## src/rtl/rst_seq.sv

```systemverilog
// ============================================================================
// Module   : rst_seq
// Brief    : Staged per-domain reset sequencer with async assert / sync release
// Revision : 1.0
// ============================================================================
`default_nettype none

module rst_seq #(
  parameter int SYNC_STAGES = 2,
  parameter int HOLD_CYCLES = 16,
  parameter int STAGE_GAP   = 4,
  parameter int NUM_DOMAINS = 3
) (
  input  logic                   clk,
  input  logic                   rst_n,
  input  logic                   sw_rst_req,
  input  logic                   ext_hold,
  output logic [NUM_DOMAINS-1:0] rst_n_out,
  output logic                   rst_done,
  output logic [1:0]             rst_cause
);

  localparam int HCNT_W = $clog2(HOLD_CYCLES + 1);
  localparam int GCNT_W = (STAGE_GAP > 1) ? $clog2(STAGE_GAP) : 1;
  localparam int IDX_W  = (NUM_DOMAINS > 1) ? $clog2(NUM_DOMAINS) : 1;

  localparam logic [HCNT_W-1:0] HOLD_LAST = HCNT_W'(HOLD_CYCLES);
  localparam logic [GCNT_W-1:0] GAP_LAST  = GCNT_W'(STAGE_GAP - 1);
  localparam logic [IDX_W-1:0]  IDX_LAST  = IDX_W'((NUM_DOMAINS > 1) ? NUM_DOMAINS - 2 : 0);

  localparam logic [1:0] CAUSE_EXT = 2'b01;
  localparam logic [1:0] CAUSE_SW  = 2'b10;

  typedef enum logic [1:0] {
    S_HOLD    = 2'd0,
    S_RELEASE = 2'd1,
    S_RUN     = 2'd2
  } state_e;

  state_e                 state_q,     state_d;
  logic [HCNT_W-1:0]      hold_cnt_q,  hold_cnt_d;
  logic [GCNT_W-1:0]      gap_cnt_q,   gap_cnt_d;
  logic [IDX_W-1:0]       stage_idx_q, stage_idx_d;
  logic [NUM_DOMAINS-1:0] rst_n_out_q, rst_n_out_d;
  logic                   rst_done_q,  rst_done_d;
  logic [1:0]             rst_cause_q, rst_cause_d;
  logic [SYNC_STAGES-1:0] sync_q;
  logic                   sync_ok;

  // Deassertion synchronizer: a constant 1 ripples in once rst_n is released.
  always_ff @(posedge clk or negedge rst_n) begin
    if (!rst_n) begin
      sync_q <= '0;
    end else begin
      sync_q <= {sync_q[SYNC_STAGES-2:0], 1'b1};
    end
  end

  assign sync_ok = sync_q[SYNC_STAGES-1];

  always_ff @(posedge clk or negedge rst_n) begin
    if (!rst_n) begin
      state_q     <= S_HOLD;
      hold_cnt_q  <= '0;
      gap_cnt_q   <= '0;
      stage_idx_q <= '0;
      rst_n_out_q <= '0;
      rst_done_q  <= 1'b0;
      rst_cause_q <= CAUSE_EXT;
    end else begin
      state_q     <= state_d;
      hold_cnt_q  <= hold_cnt_d;
      gap_cnt_q   <= gap_cnt_d;
      stage_idx_q <= stage_idx_d;
      rst_n_out_q <= rst_n_out_d;
      rst_done_q  <= rst_done_d;
      rst_cause_q <= rst_cause_d;
    end
  end

  always_comb begin
    state_d     = state_q;
    hold_cnt_d  = hold_cnt_q;
    gap_cnt_d   = gap_cnt_q;
    stage_idx_d = stage_idx_q;
    rst_n_out_d = rst_n_out_q;
    rst_done_d  = rst_done_q;
    rst_cause_d = rst_cause_q;

    case (state_q)
      S_HOLD: begin
        rst_n_out_d = '0;
        rst_done_d  = 1'b0;
        if (sw_rst_req) begin
          hold_cnt_d = '0;
        end else if (sync_ok && !ext_hold) begin
          if (hold_cnt_q == HOLD_LAST) begin
            hold_cnt_d  = '0;
            gap_cnt_d   = '0;
            stage_idx_d = '0;
            rst_n_out_d = NUM_DOMAINS'(1);
            if (NUM_DOMAINS == 1) begin
              state_d    = S_RUN;
              rst_done_d = 1'b1;
            end else begin
              state_d = S_RELEASE;
            end
          end else begin
            hold_cnt_d = hold_cnt_q + HCNT_W'(1);
          end
        end
      end

      S_RELEASE: begin
        // A software request wins over a release due on the same edge.
        if (sw_rst_req) begin
          state_d     = S_HOLD;
          hold_cnt_d  = '0;
          rst_n_out_d = '0;
          rst_done_d  = 1'b0;
          rst_cause_d = CAUSE_SW;
        end else if (gap_cnt_q == GAP_LAST) begin
          gap_cnt_d   = '0;
          stage_idx_d = stage_idx_q + IDX_W'(1);
          rst_n_out_d = (rst_n_out_q << 1) | NUM_DOMAINS'(1);
          if (stage_idx_q == IDX_LAST) begin
            state_d    = S_RUN;
            rst_done_d = 1'b1;
          end
        end else begin
          gap_cnt_d = gap_cnt_q + GCNT_W'(1);
        end
      end

      S_RUN: begin
        rst_n_out_d = '1;
        rst_done_d  = 1'b1;
        if (sw_rst_req) begin
          state_d     = S_HOLD;
          hold_cnt_d  = '0;
          rst_n_out_d = '0;
          rst_done_d  = 1'b0;
          rst_cause_d = CAUSE_SW;
        end
      end

      default: begin
        state_d     = S_HOLD;
        hold_cnt_d  = '0;
        rst_n_out_d = '0;
        rst_done_d  = 1'b0;
      end
    endcase
  end

  assign rst_n_out = rst_n_out_q;
  assign rst_done  = rst_done_q;
  assign rst_cause = rst_cause_q;

endmodule

`default_nettype wire

```

## config.mk

```make
export PLATFORM = sky130hd
export DESIGN_NAME = rst_seq
export DESIGN_NICKNAME = d
export VERILOG_FILES = /design/src/rtl/rst_seq.sv
export SDC_FILE = /design/constraint.sdc
export NUM_CORES = 1
export LEC_CHECK = 0
export ABC_AREA = 1
export CAP_MARGIN = 20
export CORE_MARGIN = 2
export CORE_UTILIZATION = 35
export DETAILED_ROUTE_END_ITERATION = 6
export GPL_ROUTABILITY_DRIVEN = 0
export PLACE_DENSITY = 0.57
export SYNTH_ARGS = -nofsm -noshare
export SYNTH_HDL_FRONTEND = slang
export SYNTH_SLANG_ARGS = --single-unit
```

## constraint.sdc

```tcl
create_clock -name clk -period 4 [get_ports clk]
set_clock_uncertainty 0.2 [all_clocks]
set_input_delay 0.4 -clock clk [delete_from_list [all_inputs] [get_ports clk]]
set_output_delay 0.4 -clock clk [all_outputs]
set_load 0.1 [all_outputs]
```

# After elaboration in Yosys (flattened, before gate mapping)
# Index checks and enable logic that the tools add are counted.
[totals]
ram_bits = 0
romBits = 0
elab_cells = 71
mem_count = 0
output_inout_bits = 6
latch_bits = 0
reg_bits = 19
in_bits = 4
[op_classes]
shift = 0
add_sub_neg = 3
eq_ne = 15
n_reduce_logical = 11
magnitude_cmp = 0
bitwise = 0
n_mux = 34
mul = 0
n_div = 0
[op_table]
columns = ["operator", "n"]
rows = [
  ["$mux 2", 14],
  ["$mux 5", 4],
  ["$ne 2x2->1 const B", 6],
  ["$reduce_and 6->1", 2],
  ["$pmux 5 s2", 1],
  ["$mux 3", 3],
  ["$ne 3x3->1 const B", 3],
  ["$pmux 3 s3", 1],
  ["$pmux 2 s2", 2],
  ["$mux 1", 7],
  ["$pmux 2 s3", 1],
  ["$reduce_and 2->1", 3],
  ["$add 5x1->5 const B", 1],
  ["$eq 5x5->1 const B", 1],
  ["$reduce_and 5->1", 1],
  ["$add 2x1->2 const B", 2],
  ["$eq 2x1->1 const B", 2],
  ["$eq 2x2->1 const B", 2],
  ["$logic_not 2->1", 1],
  ["$ne 2x1->1 const B", 1],
  ["$pmux 1 s2", 1],
  ["$reduce_bool 2->1", 1],
  ["$reduce_or 2->1", 1],
  ["$logic_and 1x1->1", 1],
  ["$logic_not 1->1", 1],
]

# Logic depth before layout (Yosys ltp)
# Gate-level depths: netlist (run 1).
[depth]
depth_word = 5
depth_mapped = 9
ltp_nobuf = 9

# Worst setup path before layout (run 1)
# No wires, ideal clock.
[synth_path]
path_kind = "reg-to-reg"
from = "reg state_q[0]"
to = "reg hold_cnt_q[3]"
path_slack_ns = 2.448
period_less_slack_ns = 1.552
t_arrival_ns = 1.238
required_time_ns = 3.686
stages_incl_launch_ff = 8
setup_ns = 0.114
n_path_buf = 0
cell_sequence = "dfrtp_1 -> inv_1 -> ha_1 -> nand2_4 -> a21boi_4 -> nand2_2 -> nand2_1 -> nor2_1"
[synth_between]
elab_chain_cells = 4
word_cells_on_any_way = 8
cone_classes = "eq/ne (4); mux (1); reduce/logical (3)"
[synth_lines]
columns = ["element", "line", "rtl"]
rows = [
  ["start: declaration", "40", "state_e state_q, state_d;"],
  ["start signal: assignment", "71", "state_q <= state_d;"],
  ["$eq 2x2->1 or $eq 2x1->1 (tied branches)", "90", "case (state_q)"],
  ["$reduce_or 2->1 (no line)", "--", ""],
  ["$ne 2x1->1 (no line)", "--", ""],
  ["$reduce_and 2->1 (no line)", "--", ""],
  ["end signal: assignment", "72", "hold_cnt_q <= hold_cnt_d;"],
  ["end: declaration", "41", "logic [HCNT_W-1:0] hold_cnt_q, hold_cnt_d;"],
]
# Parallel ways exist; a longest one is shown, timed or not.
# A chain may end at the register's enable or synchronous reset.

# Worst setup path after layout (run 1)
[layout_path]
from = "reg rst_cause_q[0] (netlist: rst_cause[0])"
to = "out rst_cause[0]"
[layout_lines]
columns = ["element", "line", "rtl"]
rows = [
  ["start: declaration", "46", "logic [1:0] rst_cause_q, rst_cause_d;"],
  ["start signal: assignment", "77", "rst_cause_q <= rst_cause_d;"],
  ["end: declaration", "20", "output logic [1:0] rst_cause"],
]
# No word-level cell between the ends.

==> flow_metrics.tcl, run 1 <==
set metrics [dict create \
    dp_slack_ps 1770 \
    crit_path_max_incr_delay_ps 1130 \
    crit_buf_inv 1 \
    seq_power_share_pct 53.9 \
    vias_per_cell 4.46 \
    worst_skew_pair.late_latency_ps 290 \
    cts_setup_buffers 0 \
    num_antenna_cells 0 \
    ys_top_cells_by_area "dfrtp_1 (40%), nand2_1 (14%), ha_1 (8.9%), nor2_1 (6.7%), inv_1 (6.4%)" \
    nets 169 \
    min_path_cells 0 \
    cts_tree "built" \
    design_area_um2 1280 \
    post-dp-hpwl_um 1560 \
    maxCapViolations 0 \
    worst-setup-path-type "reg -> out" \
    clk_pin_slew_worst_paths_ps 110 \
    r2r_end "hold_cnt_q[3]" \
    crit_arrival_ps 1960 \
    rsz0062_at_grt "no" \
    period_minus_slack_ps 2560 \
    ff_latch_area_um2 477 \
    hold_path_end "sync_q[1]" \
    cpMaxStageDelayCell "clkdlybuf4s50_1" \
    pwr-share-comb_pct 20.9 \
    antenna_found_initial 0 \
    postRouteAntennaNets 0 \
    synth_top_area_share_pct 40.3 \
    hold_viol_final 0 \
    grt_pass1_vias 861 \
    drt_iter0_markers 18 \
    synth_warnings 0 \
    cts_resized 0 \
    r2r_cells 7 \
    syn_area_um2 1120 \
    n_fill_cell 342 \
    core_um2 3050 \
    numCtsBuffers 3 \
    utilization_pct 41.9 \
    clockPowerShare_pct 25.2 \
    routed_wl_um 2010 \
    cp_top_family "buffers and inverters" \
    clockBufferDepth 2 \
    finalSetupTns_ps 0 \
    grt_max_degree 20 \
    placed_cell_area_um2 1250 \
    postCtsHoldBufs 0 \
    synth-compound-area-share_pct 5.26 \
    cp_cell_sequence "clkdlybuf4s50_1" \
    cts-htree-levels 1 \
    final_layout_size_suffix_gt1_share_pct 7.69 \
    leakage_nw 0.662 \
    overflow 0 \
    dieArea_um2 3660 \
    wire_per_inst_um 10.1 \
    swShare_pct 31.7 \
    critPathRequiredTime_ps 3400 \
    peakVddDrop_v 0.000111 \
    cts_root_buffer "clkbuf_4" \
    num_rows 20 \
    r2r_start "state_q[0]" \
    portBuffers 9 \
    synth_cell_types 20 \
    grt_usage_pct 13.3 \
    synth_top_family_by_area "simple AND/OR/NAND/NOR gates" \
    cts.sinks 19 \
    netSwitchingPower_w 0.000125 \
    yosys.area_share.simple_pct 34.1 \
    final_common_cell "nand2_1" \
    slew_violations 0 \
    finalWorstSetupSlack_ps 1440 \
    min_from "sync_q[0]" \
    die_h_um 60.5 \
    vias 891 \
    reg2reg_slack_ps 2280 \
    critPathCaptureType "output pin" \
    fin_crit_sh_pct 64.1 \
    firstDrtPassIters 4 \
    crit_start "rst_cause[0]" \
    intPower_w 0.000269 \
    outcome "completed" \
    synth_fa_ha_area_share_pct 8.95 \
    min_path_type "reg -> reg" \
    die_x_um 60.5 \
    ys_ff_latch 19 \
    ys_seq_area_share_pct 42.6 \
    multi_input_area_um2 544 \
    avgSynthCellArea_um2 7.77 \
    synth_fp_nets 156 \
    final-setup-viol-count 0 \
    maxSlewHeadroom_pct 34.9 \
    drcViolationCount 0 \
    io_pins 10 \
    syn_inst 144 \
    synth_xor_area_share_pct 0 \
    max_freq_ghz 0.390 \
    syn_to_final_growth_pct 14.3 \
    power.density_nw_per_um2 308 \
    synth_top_area_cell "dfrtp_1" \
    layout_common_cells "nand2_1 (43), nor2_1 (20), inv_1 (19), dfrtp_1 (18), nand3_1 (11)" \
    tightest_slew_ps 974 \
    grt_pass1_wl_um 3710 \
    start_util_pct 36.6 \
    power.total_w 0.000393 \
    synthMuxAreaShare_pct 0 \
    start_kind "flop" \
    critPathMaxFanout 2 \
]
## stage by stage
stage,hold WS [ps],std cells
after CTS,164,200
after floorplan,-95.6,144
final,160,200
after detailed placement,137,196
after global routing,184,200
after global placement,133,196
## logic make-up after synthesis
group / after synthesis
flip-flops: 19
other: 1
AND/OR/NAND/NOR: 85
buffers and inverters: 22
AO/OA/AOI/OAI: 9
adder cells (fa/ha/maj): 8
## cells in the mapped netlist (all sizes together)
library cell,n
nor2,20
nand4,4
a21boi,1
nand3b,1
a21oi,3
buf,1
nand3,11
inv,21
o21ai,5
ha,8
dfrtp,18
conb,1
and2,1
dfstp,1
nand2,48
## registers in the layout, summed over array words and instances, names as in the netlist
register     count
state_q          2
rst_done         1
stage_idx_q      2
rst_cause        2
rst_n_out        3
sync_q           2
gap_cnt_q        2
hold_cnt_q       5
## power groups by stage
stage | Clock (W) | Sequential (W) | Combinational (W)
final | 0.0000990 | 0.000212 | 0.0000824
after global routing | 0.000112 | 0.000214 | 0.0000940
after CTS | 0.000104 | 0.000212 | 0.0000832
after detailed placement | 0 | 0.000216 | 0.0000829
after global placement | 0 | 0.000215 | 0.0000808
after floorplan | 0 | 0.000223 | 0.0000535
## layer usage
metal	vias to the layer above	track usage (%)	wire length, µm	part of all wire (%)
li1	472	-	-	-
met3	2	1.92	50	2.5
met1	409	18.5	1030	51
met2	8	21.4	914	45
met4	0	4.66	15	0.75
met5	-	0	0	0
## worst max-delay path by stage
stage,slack [ps],depth (start not counted),to
after floorplan,2450,7,hold_cnt_q[3]
after global placement,1770,1,rst_cause[0]
after detailed placement,1770,1,rst_cause[0]
after CTS,1420,1,rst_cause[0]
after global routing,1380,1,rst_cause[0]
final,1440,1,rst_cause[0]
## area by class of cell
class / count / area share, %
inverter: 21 / 6.75
clock buffer: 4 / 2.05
multi-input combinational: 103 / 42.6
timing repair buffer: 9 / 7.04
sequential: 19 / 37.3
tap: 44 / 4.31
(Power assumes the default switching activity.)
==> run 2, diff against run 1 <==
--- a/config.mk
+++ b/config.mk
@@ -11,7 +11,7 @@
 export CORE_UTILIZATION = 35
 export DETAILED_ROUTE_END_ITERATION = 6
 export GPL_ROUTABILITY_DRIVEN = 0
-export PLACE_DENSITY = 0.57
+export PLACE_DENSITY = 0.59
 export SYNTH_ARGS = -nofsm -noshare
 export SYNTH_HDL_FRONTEND = slang
 export SYNTH_SLANG_ARGS = --single-unit
==> constraint.sdc (replaced) <==
create_clock -name clk -period 2.1 [get_ports clk]
set_clock_uncertainty 0.2 [all_clocks]
set_input_delay 0.21 -clock clk [delete_from_list [all_inputs] [get_ports clk]]
set_output_delay 0.21 -clock clk [all_outputs]
set_load 0.1 [all_outputs]
==> run 2 against run 1 <==
- non-clock buffer count is 1 higher
- utilization is 0.20 points lower
- critical path depth is 6 higher
- critical endpoint is now hold_cnt_q[2]
- combinational power is 87% higher
- wire length is 0.60% higher
- critical path type is now reg -> reg
- power is 90% higher
- sequential share of layout area is 0.18 points higher
==> flow_metrics.tcl, run 2 (synthesis gave the netlist of run 1 again) <==
set metrics [dict create \
    final-setup-viol-count 0 \
    num_rows 20 \
    cpMaxStageDelayCell "dfrtp_1" \
    cts_root_buffer "clkbuf_4" \
    placed_cell_area_um2 1240 \
    grt_pass1_wl_um 3600 \
    die_h_um 60.5 \
    cts-htree-levels 1 \
    nets 170 \
    hold_viol_final 0 \
    final_layout_size_suffix_gt1_share_pct 12.7 \
    design_area_um2 1270 \
    finalSetupTns_ps 0 \
    overflow 0 \
    wire_per_inst_um 10.1 \
    syn_to_final_growth_pct 13.8 \
    postRouteAntennaNets 0 \
    grt_pass1_vias 832 \
    max_freq_ghz 0.585 \
    drcViolationCount 0 \
    clk_pin_slew_worst_paths_ps 110 \
    maxCapViolations 0 \
    period_minus_slack_ps 1710 \
    slew_violations 0 \
    postCtsHoldBufs 0 \
    critPathRequiredTime_ps 2110 \
    power.density_nw_per_um2 587 \
    largest_register_ffs 5 \
    outcome "completed" \
    leakage_nw 0.680 \
    die_x_um 60.5 \
    firstDrtPassIters 4 \
    cp_cell_sequence "inv_1, ha_1, nand2_4, a21boi_4, nand2_2, nand2_1, nor2_1" \
    vias 921 \
    critPathCaptureType "flop" \
    worst-setup-path-type "reg -> reg" \
    fin_crit_sh_pct 81.4 \
    vias_per_cell 4.58 \
    regMostFlops "hold_cnt_q" \
    final_common_cell "nand2_1" \
    routed_wl_um 2030 \
    worst_skew_pair.late_latency_ps 300 \
    cts.sinks 19 \
    drt_iter0_markers 29 \
    rsz0062_at_grt "no" \
    grt_max_degree 20 \
    portBuffers 9 \
    post-dp-hpwl_um 1600 \
    antenna_found_initial 0 \
    cts_setup_buffers 0 \
    numCtsBuffers 3 \
    layout_common_cells "nand2_1 (43), nor2_1 (20), inv_1 (19), dfrtp_1 (18), nand3_1 (11)" \
    core_um2 3050 \
    clockBufferDepth 2 \
    io_pins 10 \
    crit_path_max_incr_delay_ps 410 \
    crit_arrival_ps 1710 \
    critPathMaxFanout 8 \
    peakVddDrop_v 0.000377 \
    min_path_type "in -> async" \
    start_kind "flop" \
    start_util_pct 36.6 \
    grt_usage_pct 13.1 \
    num_antenna_cells 0 \
    dieArea_um2 3660 \
    cts_tree "built" \
    cts_resized 0 \
]
==> run 2: cell count changes in the layout (fill, tap and decap cells not counted) <==
cell / change
buf_4: +7
clkbuf_1: -1
clkdlybuf4s50_1: -6
clkinv_2: +1
==> run 2: per-layer routing <==
| layer | vias up | part of all wire [%] | track usage, % |
|---|---|---|---|
| met4 | 0 | 0.54 | 1.86 |
| li1 | 471 | - | - |
| met5 | - | 0 | 0 |
| met1 | 436 | 48 | 17.6 |
| met3 | 2 | 3.7 | 4.48 |
| met2 | 12 | 47 | 21.3 |
==> run 2: through the flow <==
stage          hold WS, ps  total power [W]  util, %  std cells  worst slack [ps]
5_1_grt               30.1         0.000801     41.7        201               241
6_report              30.0         0.000747     41.7        201               391
4_1_cts               36.0         0.000760     41.7        201               374
2_1_floorplan         -286         0.000526        -        144               548
3_5_place_dp           142         0.000568     40.8        197               274
3_3_place_gp           138         0.000563     40.8        197               329
==> run 2: worst max-delay path, delay by kind of cell, from the launching register on <==
| family | cells | cell delay, ps |
|---|---|---|
| AOI/OAI and AO/OA | 1 | 240 |
| adders and majority gates | 1 | 350 |
| buffers and inverters | 1 | 90 |
| DFF | 1 | 410 |
| and+or+nand+nor | 4 | 330 |
==> run 2: cell type report <==
type	instances	area, µm²
Clock buffer	3	22.5
Tap cell	44	55.1
Clock inverter	1	5.00
Multi-Input combinational cell	103	544
Timing Repair Buffer	10	82.6
Sequential cell	19	477
Inverter	21	86.3
Fill cell	340	1780
==> run 2: final timing paths <==
check / slack (ps) / cells after the start / start / to
worst max-delay path: 390 / 7 / state_q[0] / hold_cnt_q[2]
worst min-delay path: 30 / 2 / rst_n / rst_n_out[0]
worst max register to register: 390 / 7 / state_q[0] / hold_cnt_q[2]
worst min register to register: 170 / 0 / sync_q[0] / sync_q[1]
max in group asynchronous: 1410 / 2 / rst_n / rst_cause[0]
min in group clk: 170 / 0 / sync_q[0] / sync_q[1]
==> run 2: report_power, final <==
part,internal [W],leakage (nW),switching [W]
Clock,0.0000710,0.0177,0.000118
Combinational,0.0000508,0.414,0.000103
Sequential,0.000386,0.248,0.0000179
Total,0.000508,0.680,0.000240
==> run 3, diff against run 2 <==
--- a/config.mk
+++ b/config.mk
@@ -11,7 +11,7 @@
 export CORE_UTILIZATION = 35
 export DETAILED_ROUTE_END_ITERATION = 6
 export GPL_ROUTABILITY_DRIVEN = 0
-export PLACE_DENSITY = 0.59
+export PLACE_DENSITY = 0.57
 export SYNTH_ARGS = -nofsm -noshare
 export SYNTH_HDL_FRONTEND = slang
 export SYNTH_SLANG_ARGS = --single-unit
==> constraint.sdc (replaced) <==
create_clock -name clk -period 1.6 [get_ports clk]
set_clock_uncertainty 0.2 [all_clocks]
set_input_delay 0.16 -clock clk [delete_from_list [all_inputs] [get_ports clk]]
set_output_delay 0.16 -clock clk [all_outputs]
set_load 0.1 [all_outputs]
==> run 3 against run 2 <==
- register-to-register slack worse by 330 ps
- via count increased by 5.8%
- cell count grew 9.5%
- global-route usage is 1.3 points higher
- combinational power is 88% higher
- wire length grew 15%
- critical path type unchanged
- sequential cell count stayed put
- critical path depth is the same
- power rose by 43%
- die area unchanged
- utilization grew 10 points
- first-iteration DRC count is 14% lower
- largest power group unchanged
==> flow_metrics.tcl, run 3 (synthesis gave the netlist of run 1 again) <==
set metrics [dict create \
    slew_violations 0 \
    worst_skew_pair.late_latency_ps 300 \
    netSwitchingPower_w 0.000344 \
    min_path_type "reg -> reg" \
    routed_wl_um 2340 \
    critPathCaptureType "flop" \
    power.density_nw_per_um2 679 \
    clockBufferDepth 2 \
    start_kind "flop" \
    die_h_um 60.5 \
    grt_max_degree 20 \
    critPathRequiredTime_ps 1610 \
    numCtsBuffers 3 \
    grt_pass1_wl_um 3930 \
    largest_register_ffs 5 \
    peakVddDrop_v 0.000319 \
    ff_latch_area_um2 478 \
    fin_crit_sh_pct 95.9 \
    cts.sinks 19 \
    regMostFlops "hold_cnt_q" \
    period_minus_slack_ps 1530 \
    outcome "completed" \
    power.total_w 0.00107 \
    drcViolationCount 0 \
    vias 974 \
    io_pins 10 \
    hold_viol_final 0 \
    maxCapViolations 0 \
    antenna_found_initial 0 \
    clk_pin_slew_worst_paths_ps 110 \
    cts_root_buffer "clkbuf_4" \
    post-dp-hpwl_um 1700 \
    grt_usage_pct 14.4 \
    die_x_um 60.5 \
    seq_power_share_pct 49.4 \
    final_common_cell "nand2_1" \
    final_layout_size_suffix_gt1_share_pct 31.3 \
    drt_iter0_markers 25 \
    n_fill_cell 298 \
    cts_tree "built" \
    firstDrtPassIters 4 \
    grt_pass1_vias 938 \
    postRouteAntennaNets 0 \
    portBuffers 9 \
    dieArea_um2 3660 \
    multi_input_area_um2 622 \
    utilization_pct 51.7 \
    num_rows 20 \
    reg2reg_slack_ps 70 \
    worst-setup-path-type "reg -> reg" \
    core_um2 3050 \
    critPathMaxFanout 5 \
    start_util_pct 36.6 \
    vias_per_cell 4.43 \
    wire_per_inst_um 10.6 \
    swShare_pct 32.1 \
    cts-htree-levels 1 \
    layout_common_cells "nand2_1 (38), buf_4 (18), nor2_1 (17), dfrtp_1 (17), inv_1 (15)" \
    max_freq_ghz 0.652 \
    nets 189 \
    final-setup-viol-count 0 \
    intPower_w 0.000728 \
    leakage_nw 0.799 \
    crit_arrival_ps 1550 \
    clockPowerShare_pct 23.6 \
    overflow 0 \
    rsz0062_at_grt "yes" \
    syn_to_final_growth_pct 41.1 \
    pwr-share-comb_pct 27.0 \
    num_antenna_cells 0 \
]
## run 3: cell types whose count changed in the layout (fill, tap and decap cells not counted), moves of 2 or more
cell,before,now
nand2_2,1,4
buf_12,0,6
buf_4,7,18
ha_4,0,3
nand2_4,4,6
nor2_2,0,2
nand2_1,43,38
ha_1,8,5
inv_1,19,15
inv_2,0,3
nor2_1,20,17
## run 3: per-stage QoR
| stage | setup TNS, ps | setup slack [ps] | cells | hold WS, ps | area, µm² |
|---|---|---|---|---|---|
| finish | 0 | 65.5 | 220 | 161 | 1580 |
| global placement | -7.85 | -7.53 | 210 | 133 | 1420 |
| detailed placement | -146 | -31.6 | 210 | 137 | 1420 |
| CTS | 0 | 5.98 | 216 | 165 | 1470 |
| global route | -63.3 | -31.2 | 220 | 173 | 1580 |
| floorplan | 0 | 48.4 | 144 | -336 | 1120 |
## run 3: area by class of cell
| cell class | instances | area share, % |
|---|---|---|
| Clock buffer | 3 | 1.43 |
| Clock inverter | 1 | 0.317 |
| Inverter | 21 | 5.63 |
| Multi-Input combinational cell | 103 | 39.4 |
| Sequential cell | 19 | 30.3 |
| Tap cell | 44 | 3.49 |
| Timing Repair Buffer | 29 | 19.4 |
## run 3: worst paths after layout
path	startpoint	cells past startpoint	endpoint
setup / recovery	state_q[0]	7	hold_cnt_q[4]
max in group asynchronous	rst_n	3	rst_cause[0]
hold reg to reg	sync_q[0]	0	sync_q[1]
hold / removal	sync_q[0]	0	sync_q[1]
min in group asynchronous	rst_n	3	hold_cnt_q[4]
setup reg to reg	state_q[0]	7	hold_cnt_q[4]
## run 3: metal layers
metal / global-route usage (%) / vias up / part of all wire (%) / routed length (µm)
met5: 0 / - / 0 / 0
met2: 23.9 / 16 / 49 / 1140
met3: 2.13 / 4 / 2.3 / 54
met4: 6.52 / 0 / 1.6 / 38
li1: - / 512 / - / -
met1: 18.8 / 442 / 47 / 1110
## run 3: power groups by stage
stage / logic [W] / clock network, W / registers (W)
6_report: 0.000289 / 0.000253 / 0.000530
5_1_grt: 0.000323 / 0.000285 / 0.000533
4_1_cts: 0.000257 / 0.000266 / 0.000529
3_5_place_dp: 0.000253 / 0 / 0.000538
3_3_place_gp: 0.000252 / 0 / 0.000536
2_1_floorplan: 0.000134 / 0 / 0.000557
## run 3: what timing repair did
item                                    in CTS  in global routing
hold buffers                                 1                  0
setup buffers                                1                  4
gates resized for setup                      2                 24
endpoints found under the hold margin       18                  0
endpoints found under the setup margin       9                 15
pin swaps                                    1                 12
cloned                                       0                  0
## run 3: worst max-delay path: stages (launching register included)
cell      delay, ps
dfrtp_2         470
inv_4            90
ha_4            210
nand2_4          60
a21boi_4        220
nand2_2          90
nand2_1          60
nor2_1           40
